--- config.mk ---
export PLATFORM = sky130hd
export DESIGN_NAME = oc7_in_flat
export DESIGN_NICKNAME = d
export VERILOG_FILES = /design/src/rtl/oc7_in_pkg.sv /design/src/rtl/oc7_in_if.sv /design/src/rtl/oc7_in_full_adder.sv /design/src/rtl/oc7_in.sv /design/src/flat_wrapper.sv
export SDC_FILE = /design/constraint.sdc
export NUM_CORES = 1
export LEC_CHECK = 0
export CORE_ASPECT_RATIO = 0.75
export CORE_UTILIZATION = 30
export DETAILED_ROUTE_END_ITERATION = 8
export HOLD_SLACK_MARGIN = 0.15
export SYNTH_ARGS = -nofsm -noshare
export SYNTH_HDL_FRONTEND = slang
export SYNTH_SLANG_ARGS = --single-unit
--- constraint.sdc ---
create_clock -name clk -period 0.8 [get_ports clk]
set_clock_uncertainty 0.2 [all_clocks]
set_input_delay 0.16 -clock clk [delete_from_list [all_inputs] [get_ports clk]]
set_output_delay 0.16 -clock clk [all_outputs]
set_load 0.01 [all_outputs]
--- src/rtl/oc7_in_pkg.sv ---
// Shared widths, count type and the gate-level equation helpers for the
// seven-input ones counter.
package oc7_in_pkg;

    localparam int unsigned COUNT_W = 3;
    localparam int unsigned N_IN    = 7;

    typedef logic [COUNT_W-1:0] count_t;

    // Count bit 1 equals the parity of all pairwise ANDs, since C(k,2) is odd exactly for k mod 4 in {2,3}
    function automatic logic pair_parity(input logic [N_IN-1:0] v);
        logic p;
        p = 1'b0;
        for (int unsigned i = 0; i < N_IN; i++) begin
            for (int unsigned j = i + 1; j < N_IN; j++) begin
                p = p ^ (v[i] & v[j]);
            end
        end
        return p;
    endfunction

    // Count bit 2: at least four inputs high, as an OR of every 4-input AND term
    function automatic logic quad_any(input logic [N_IN-1:0] v);
        logic q;
        q = 1'b0;
        for (int unsigned i = 0; i < N_IN; i++) begin
            for (int unsigned j = i + 1; j < N_IN; j++) begin
                for (int unsigned k = j + 1; k < N_IN; k++) begin
                    for (int unsigned l = k + 1; l < N_IN; l++) begin
                        q = q | (v[i] & v[j] & v[k] & v[l]);
                    end
                end
            end
        end
        return q;
    endfunction

endpackage

--- src/rtl/oc7_in_if.sv ---
// Signal bundle for the seven-input ones counter: seven count inputs,
// the registered 3-bit count and the self-check flag.
interface oc7_in_if;

    logic a;
    logic b;
    logic c;
    logic d;
    logic e;
    logic f;
    logic g;
    logic y0;
    logic y1;
    logic y2;
    logic mismatch;

    modport master (
        output a, b, c, d, e, f, g,
        input  y0, y1, y2, mismatch
    );

    modport slave (
        input  a, b, c, d, e, f, g,
        output y0, y1, y2, mismatch
    );

endinterface

--- src/rtl/oc7_in_full_adder.sv ---
// One-bit full adder used to build the structural count path.
module full_adder (
    input  logic x,
    input  logic y,
    input  logic ci,
    output logic s,
    output logic co
);

    assign s  = x ^ y ^ ci;
    assign co = (x & y) | (x & ci) | (y & ci);

endmodule

--- src/rtl/oc7_in.sv ---
// Registered 7-input popcount with a self-check flag comparing an adder-tree
// count against a flat equation count.
module oc7_in
    import oc7_in_pkg::*;
(
    input  logic     clk,
    input  logic     rst_n,
    oc7_in_if.slave  bus
);

    logic [N_IN-1:0] w_in;
    logic            w_s1, w_c1, w_s2, w_c2, w_c3;
    logic            w_n0, w_n1, w_n2;
    logic            w_q0, w_q1, w_q2;
    count_t          w_n;
    count_t          w_q;
    count_t          r_y;
    logic            r_mismatch;

    assign w_in = {bus.g, bus.f, bus.e, bus.d, bus.c, bus.b, bus.a};

    // Structural path: two 3:2 compressors, then weight-1 and weight-2 columns
    full_adder u_fa1 (.x(bus.a), .y(bus.b), .ci(bus.c), .s(w_s1), .co(w_c1));
    full_adder u_fa2 (.x(bus.d), .y(bus.e), .ci(bus.f), .s(w_s2), .co(w_c2));
    full_adder u_fa3 (.x(w_s1),  .y(w_s2),  .ci(bus.g), .s(w_n0), .co(w_c3));
    full_adder u_fa4 (.x(w_c1),  .y(w_c2),  .ci(w_c3),  .s(w_n1), .co(w_n2));

    assign w_n = {w_n2, w_n1, w_n0};

    assign w_q0 = ^w_in;
    assign w_q1 = pair_parity(w_in);
    assign w_q2 = quad_any(w_in);
    assign w_q  = {w_q2, w_q1, w_q0};

    always_ff @(posedge clk or negedge rst_n) begin
        if (!rst_n) begin
            r_y        <= '0;
            r_mismatch <= 1'b0;
        end else begin
            r_y        <= w_n;
            r_mismatch <= (w_n != w_q);
        end
    end

    assign bus.y0       = r_y[0];
    assign bus.y1       = r_y[1];
    assign bus.y2       = r_y[2];
    assign bus.mismatch = r_mismatch;

endmodule

--- src/flat_wrapper.sv ---
// flat-port wrapper written by rule: the top's interface ports become plain ports
module oc7_in_flat import oc7_in_pkg::*;
  (clk, rst_n, bus_a, bus_b, bus_c, bus_d, bus_e, bus_f, bus_g, bus_y0, bus_y1, bus_y2, bus_mismatch);
  oc7_in_if bus_i ();
  input  logic clk;
  input  logic rst_n;
  input wire logic [$bits(bus_i.a)-1:0] bus_a;
  input wire logic [$bits(bus_i.b)-1:0] bus_b;
  input wire logic [$bits(bus_i.c)-1:0] bus_c;
  input wire logic [$bits(bus_i.d)-1:0] bus_d;
  input wire logic [$bits(bus_i.e)-1:0] bus_e;
  input wire logic [$bits(bus_i.f)-1:0] bus_f;
  input wire logic [$bits(bus_i.g)-1:0] bus_g;
  output wire logic [$bits(bus_i.y0)-1:0] bus_y0;
  output wire logic [$bits(bus_i.y1)-1:0] bus_y1;
  output wire logic [$bits(bus_i.y2)-1:0] bus_y2;
  output wire logic [$bits(bus_i.mismatch)-1:0] bus_mismatch;
  assign bus_i.a = bus_a;
  assign bus_i.b = bus_b;
  assign bus_i.c = bus_c;
  assign bus_i.d = bus_d;
  assign bus_i.e = bus_e;
  assign bus_i.f = bus_f;
  assign bus_i.g = bus_g;
  assign bus_y0 = bus_i.y0;
  assign bus_y1 = bus_i.y1;
  assign bus_y2 = bus_i.y2;
  assign bus_mismatch = bus_i.mismatch;
  oc7_in u_core (.clk(clk), .rst_n(rst_n), .bus(bus_i));
endmodule
# Yosys cells after proc, flatten, opt, wreduce, memory -nomap -nowiden
# Cells that the tools add are included.
# classes
n_shift	0
add_sub_neg	0
n_div	0
mul	0
magnitude_cmp	0
eq_ne	1
bitwise_logic	152
n_mux	0
reduce_logical	1
# ops
operator	n
$and 1x1->1	82
$or 1x1->1	42
$xor 1x1->1	28
$reduce_xor 7->1	1
$ne 3x3->1	1
# totals
output_inout_bits	4
inputBits	9
rom_bits	0
mem_count	0
ram_bits	0
register_bits	4
latchBits	0
wordCells	156

# Longest topological paths before layout
# Gate-level depths: netlist (run 1).
# logic_depth
depth_word	38
ltp_mapped	10

# Hierarchy
# A second synthesis (run 1) with hierarchy kept.
# hier_totals
hier_cells	79
area_unflattened_um2	714.4
# modules_own_cells
mod	cells_each	area_each_um2	instances
oc7_in	75	634.4	1
full_adder	1	20.0	4

# Worst setup path before layout (run 1)
# No wires, ideal clock.
# synth_timing
kind	in2reg
start	input bus_c
end	register u_core.r_mismatch, in the netlist u_core.bus.mismatch
arrival_time_ps	2588
setup_slack_ps	-2117
n_path_buf	0
stages	10
required_time_ps	472
cell_sequence	fa_1 > fa_1 > inv_1 > fa_1 > xnor2_1 > xnor2_1 > xnor2_2 > xnor3_1 > xor2_1 > nand3_1
# synth_between
elab_chain_len	37
word_cells_on_any_way	108
classes_between	eq/ne (1); bitwise (106); reduce/logical (1)
# synth_lines
element	line_no	rtl
start: declaration	flat_wrapper.sv:9	input wire logic [$bits(bus_i.c)-1:0] bus_c;
$and 1x1->1 (2 in a row)	oc7_in_pkg.sv:30	q = q | (v[i] & v[j] & v[k] & v[l]);
$or 1x1->1 (34 in a row)	oc7_in_pkg.sv:30	
$ne 3x3->1 (*)	oc7_in.sv:41	r_mismatch <= (w_n != w_q);
end signal: assignment	oc7_in.sv:41	
end: declaration	oc7_in.sv:18	logic r_mismatch;
# Every way passes the cells marked *; elsewhere a longest branch is shown, timed or not.

# Worst setup path in the final report (run 1)
# Ends and elaborated chain as after synthesis.

==> results of run 1 <==
## sequential cells by signal, indices dropped and copies added (netlist names)
signal               count
u_core.bus.mismatch      1
u_core.r_y               3
## cell usage after synthesis
| cell | number |
|---|---|
| xnor2_1 | 7 |
| inv_1 | 6 |
| a21oi_1 | 5 |
| ha_1 | 5 |
| nand2_1 | 5 |
| nand2b_1 | 5 |
| nor2_1 | 5 |
| dfrtp_1 | 4 |
| fa_1 | 4 |
| xor2_1 | 4 |
| buf_2 | 3 |
| mux2i_1 | 2 |
| o21ai_1 | 2 |
| xnor2_2 | 2 |
| xnor3_1 | 2 |
| a2111oi_2 | 1 |
| a21o_1 | 1 |
| a22oi_1 | 1 |
| a2bb2oi_1 | 1 |
| a32oi_1 | 1 |
| buf_4 | 1 |
| buf_6 | 1 |
| clkbuf_1 | 1 |
| maj3_1 | 1 |
| mux2_2 | 1 |
| nand3_1 | 1 |
| nor2b_1 | 1 |
| nor3_1 | 1 |
| nor3_2 | 1 |
| nor4_1 | 1 |
| o2111ai_1 | 1 |
| o211ai_1 | 1 |
| o211ai_2 | 1 |
| o21ai_0 | 1 |
| o221ai_1 | 1 |
| o311ai_1 | 1 |
| or2_1 | 1 |
| or3_1 | 1 |
| xor2_2 | 1 |
## metal layers
metal | wire, um | part of all wire (%) | up-vias | track usage, %
met4 | 25 | 1.3 | 0 | 5.45
met1 | 898 | 48 | 317 | 20.8
li1 | - | - | 342 | -
met5 | 0 | 0 | - | 0
met3 | 86 | 4.6 | 4 | 2.53
met2 | 864 | 46 | 21 | 24.0
## worst max-delay path: stages
cell and delay [ns]:
buf_8 0.10, fa_1 0.51, fa_2 0.37, inv_2 0.06, fa_2 0.46, xnor2_2 0.16, xnor2_2 0.21, xnor2_2 0.14
xnor3_1 0.27, xor2_1 0.17, nand3_1 0.11
## cell type report
type | count | area [sq um]
inverter | 6 | 22.5
fill | 247 | 1330
multi-input combinational | 69 | 642
timing repair buffer | 28 | 226
sequential | 4 | 100
tap | 34 | 42.5
clock buffer | 3 | 22.5
## per-stage QoR
stage	util [%]	total power [mW]	setup TNS [ns]
6_report	44.3	1.60	-5.67
5_1_grt	44.3	1.71	-5.96
4_1_cts	42.2	1.49	-5.55
3_5_place_dp	42.3	1.29	-8.69
3_3_place_gp	42.3	1.27	-8.51
2_1_floorplan	-	0.931	-4.62
## cells by family (layout without fill, tap and decap cells)
kind of cell | after synthesis | count (layout)
simple gates | 22 | 22
xor+xnor | 16 | 16
flops | 4 | 4
mux | 3 | 3
fa+ha+maj | 10 | 10
buf+inv | 12 | 37
compound gates | 18 | 18
## timing repair
item,4_1_cts,5_1_grt
resized for setup,45,10
endpoints found under the hold margin,4,4
pin swaps,8,8
buffers inserted,2,3
setup endpoints to repair,8,8
## final timing paths
kind                        from                  end  depth (start not counted)
min in group clk           bus_a        u_core.r_y[0]                          3
setup / recovery           bus_c  u_core.bus.mismatch                         11
max in group asynchronous  rst_n        u_core.r_y[2]                          1
hold / removal             rst_n        u_core.r_y[1]                          1
## power groups by stage
stage | Combinational, mW | Sequential (mW) | Clock [mW]
after floorplan | 0.602 | 0.328 | 0
after global placement | 0.980 | 0.288 | 0
after detailed placement | 0.996 | 0.295 | 0
after CTS | 0.939 | 0.289 | 0.267
after global routing | 1.14 | 0.298 | 0.273
final | 1.05 | 0.288 | 0.266
==> results.cfg, run 1 <==
[drt]
remaining_drc_errors = 0
wl_per_instance_um = 13.0
first_iter_violations = 22
routed_via_density = 4.75
postRouteWirelength_um = 1880
detail_route.first_pass.iterations = 5
vias = 684
antenna_left = 0

[hold_path]
worstHoldPathType = input pin to asynchronous set/reset pin

[yosys]
synth.yosys.seq_area_share_pct = 12.8
netlist-cell-type-count = 39
netlist_instances = 85
synth.cell_area_sq_um = 782
combinational_family_with_the_most_area_after_synthesis = XOR/XNOR gates
synth-adder-area-share_pct = 19.5
synth_simple_gate_area_share_pct = 14.6
synth_mux_area_share_pct = 4.00
yosysWarningCount = 0
synthDominantAreaCellType = dfrtp_1
synth-xor-area-share_pct = 24.3
synth_nets = 103
synthesis.area_per_instance_sq_um = 9.20
ys_seq_elements = 4
synth.area.top_cells = dfrtp_1 13%, fa_1 10%, ha_1 8.0%, xnor2_1 7.8%, xnor3_1 5.8%
synth_top_area_share_pct = 12.8
synth_compound_area_share_pct = 17.1

[layout]
stdcell_area_sq_um = 1060
proportion_of_layout_cells_with_a_drive_suffix_above_1_pct = 39.1
area_delta_synth_final_pct = 35.0
post_layout_nonfiller_instances = 144
layout.nets = 130
num_antenna_cells = 0
most-common-layout-cells = 15 x buf_4, 6 x buf_2
layout.cells.most_common = buf_4

[power]
cellInternalPower_mw = 0.993
power.combinational.fraction_pct = 65.4
part_of_the_power_in_registers_pct = 18.0
power.clock.fraction_pct = 16.6
power_density_nw_per_um2 = 1520
p_sw_mw = 0.607
vdd_drop_max_v = 0.000605
p_sw_share_pct = 37.9
cellLeakagePower_nw = 0.480

[setup_path]
endpoint_kind = register
worstSetupStartpointType = input pin
criticalPathCategory = input pin to register
critical_path.max_fanout = 2
cp.required_ns = 0.71
worstPathArrival_ns = 2.72

[floorplanning]
die_x_um = 61.0
placement_rows = 15
dieHeight_um = 46.2
floorplan.initialDensity_pct = 32.8
core_area_sq_um = 2380
design.portCount = 13
die_area_sq_um = 2820

[global_route]
grt_util_all_layers_pct = 15.1
grt_first_pass_wirelength_um = 2970
grt_overflow = 0
pin_count_of_the_biggest_net_entering_global_routing = 17
number_of_antenna_violations_at_the_first_check_in_global_routing = 0
via_count_of_the_first_global_routing_pass = 648

[cts]
clock_path_buffers = 2
cts_tree = built
cts.sink_count = 4
cts-htree-levels = 1
clk_pin_slew_ns = 0.04
numCtsBuffers = 3
clock_tree.root_cell = clkbuf_4

[timing]
setup_repair_after_global_routing_missed_its_margin = yes
layout_worst_path_cycle_share_pct = 351
setup_viol = 8
final_hold_viol_count = 4
report.final.slew_viol_count = 0
fmaxAchievable_ghz = 0.356
setup_slack_ns = -2.01
slew_headroom_pct = 80.1
post-route-min-period_ns = 2.81
whs_ns = -0.0733
timing_worst_slew_pin_value_ns = 0.297

[placed_design]
globalplace.congestion = 0.794
place.detailed.hpwl_um = 1420
postPlaceCellArea_sq_um = 1010
dp_cells = 138
port_buffers = 12
post-place-ws_ns = -2.66

[outcome]
violations = hold timing, setup timing
outcome = complete, but fails checks

[flow_run]
cap_violations = 0
Power figures use the tool's default switching activity.
==> run 2: changes to the inputs <==
--- a/config.mk
+++ b/config.mk
@@ -5,7 +5,7 @@
 export SDC_FILE = /design/constraint.sdc
 export NUM_CORES = 1
 export LEC_CHECK = 0
-export CORE_ASPECT_RATIO = 0.75
+export CORE_ASPECT_RATIO = 1.1
 export CORE_UTILIZATION = 30
 export DETAILED_ROUTE_END_ITERATION = 8
 export HOLD_SLACK_MARGIN = 0.15
==> run 2 against run 1 <==
Against the previous run:
- the run still ends with hold timing, setup timing left
- critical path depth unchanged
- sequential power hardly changed
- non-clock buffer count is 2 lower
- die area about the same
- highest routed layer unchanged
==> results.cfg, run 2 (same netlist as run 1, synthesis figures left out) <==
[placed_design]
dp_cells = 136
place.detailed.hpwl_um = 1300
port_buffers = 12
globalplace.congestion = 0.683

[global_route]
grt_first_pass_wirelength_um = 2860
grt_util_all_layers_pct = 13.8
use_met3_pct = 2.48
via_count_of_the_first_global_routing_pass = 623
most_used_routing_layer = met2
globalRouteMet2Util_pct = 24.6
grt.met1_usage_pct = 16.2
number_of_antenna_violations_at_the_first_check_in_global_routing = 0
grt_overflow = 0
pin_count_of_the_biggest_net_entering_global_routing = 17

[power]
power.total_mw = 1.50
cellLeakagePower_nw = 0.458
vdd_drop_max_v = 0.00138
power_density_nw_per_um2 = 1480

[drt]
postRouteWirelength_um = 1640
wl_per_instance_um = 11.8
first_iter_violations = 23
antenna_left = 0
detail_route.first_pass.iterations = 4
routed_via_density = 4.74
vias = 659
remaining_drc_errors = 0

[setup_path]
cp.required_ns = 0.71
setup.worst_path.end = u_core.bus.mismatch
worstPathArrival_ns = 2.60
source_of_the_critical_timing_path = bus_d
critical_path.max_fanout = 2
worstSetupStartpointType = input pin
endpoint_kind = register
criticalPathCategory = input pin to register

[hold_path]
worstHoldPathType = input pin to asynchronous set/reset pin

[timing]
setup_repair_after_global_routing_missed_its_margin = yes
fmaxAchievable_ghz = 0.372
final_hold_viol_count = 4
layout_worst_path_cycle_share_pct = 336
setup_viol = 8
timing_worst_slew_pin_value_ns = 0.259
whs_ns = -0.0631
post-route-min-period_ns = 2.69
setup_slack_ns = -1.89
slew_headroom_pct = 82.6
report.final.slew_viol_count = 0

[layout]
max_flop_register = u_core.r_y
num_antenna_cells = 0
post_layout_nonfiller_instances = 139
max_ffs_per_register = 3
proportion_of_layout_cells_with_a_drive_suffix_above_1_pct = 35.2
fillers = 261
most-common-layout-cells = 12 x buf_4, 7 x xnor2_1, 7 x buf_2
area_delta_synth_final_pct = 29.9
layout.cells.most_common = buf_4
layout.nets = 128
sequential_cell_area_sq_um = 100
multi_input_gate_area_in_the_final_layout_sq_um = 627

[cts]
cts_tree = built
cts.sink_count = 4
clock_tree.root_cell = clkbuf_4
numCtsBuffers = 3
clk_pin_slew_ns = 0.04
cts-htree-levels = 1
postCtsSetupBuffers = 0
clock_path_buffers = 2

[floorplanning]
floorplan.initialDensity_pct = 31.3
placement_rows = 19
die_x_um = 50.7
dieHeight_um = 55.5
die_area_sq_um = 2820
design.portCount = 13
core_area_sq_um = 2500

[outcome]
violations = hold timing, setup timing
outcome = complete, but fails checks

[flow_run]
cap_violations = 0
[run 2: cell count changes in the layout (fill, tap and decap cells not counted), sizes merged]
cell,previous run,this run
buf,26,24
[run 2: worst max-delay path, stage by stage]
cell	delay (ns)
buf_8	0.10
fa_1	0.51
fa_2	0.37
inv_2	0.06
fa_2	0.44
xnor2_1	0.20
xnor2_1	0.18
xnor2_2	0.14
xnor3_1	0.23
xor2_1	0.14
nand3_1	0.08
[run 2: report_power, final]
group / internal, mW / switching (mW) / total (mW)
Clock: 0.168 / 0.0893 / 0.258
Sequential: 0.270 / 0.0180 / 0.288
Combinational: 0.530 / 0.427 / 0.957
Total: 0.968 / 0.535 / 1.50
[run 2: per-layer routing]
layer | vias to the layer above | wire length [um] | part of all wire (%)
met5 | - | 0 | 0
met3 | 4 | 34 | 2.1
met2 | 11 | 888 | 54
met1 | 306 | 700 | 43
met4 | 0 | 20 | 1.2
li1 | 338 | - | -
[run 2: cell type report]
| class | instances | share of cell area [%] |
|---|---|---|
| clock buffer | 3 | 2.22 |
| tap | 31 | 3.82 |
| multi-input combinational | 69 | 61.7 |
| inverter | 6 | 2.22 |
| sequential | 4 | 9.85 |
| timing repair buffer | 26 | 20.2 |
[run 2: per-stage QoR]
| stage | cell area, sq um | worst slack [ns] | TNS, ns | utilization (%) |
|---|---|---|---|---|
| after global placement | 1010 | -2.53 | -8.47 | 40.5 |
| after detailed placement | 1010 | -2.56 | -8.61 | 40.5 |
| after CTS | 1000 | -1.90 | -5.59 | 40.1 |
| final | 1020 | -1.89 | -5.47 | 40.7 |
| after global routing | 1020 | -2.01 | -5.78 | 40.7 |
| after floorplan | 785 | -2.01 | -4.62 | - |
[run 2: worst min-delay path by stage]
| stage | to | slack (ns) | depth (start not counted) |
|---|---|---|---|
| finish | u_core.r_y[1] | -0.06 | 1 |
| global route | u_core.r_y[0] | -0.06 | 1 |
| global placement | u_core.bus.mismatch | 0.17 | 1 |
| floorplan | u_core.bus.mismatch | -0.34 | 0 |
| CTS | u_core.r_y[0] | -0.06 | 1 |
| detailed placement | u_core.bus.mismatch | 0.19 | 1 |
[run 2: what timing repair did]
action                                  4_1_cts  5_1_grt
endpoints found under the hold margin         4        4
gates resized for setup                      43        5
pin swaps                                     8        0
endpoints found under the setup margin        8        8
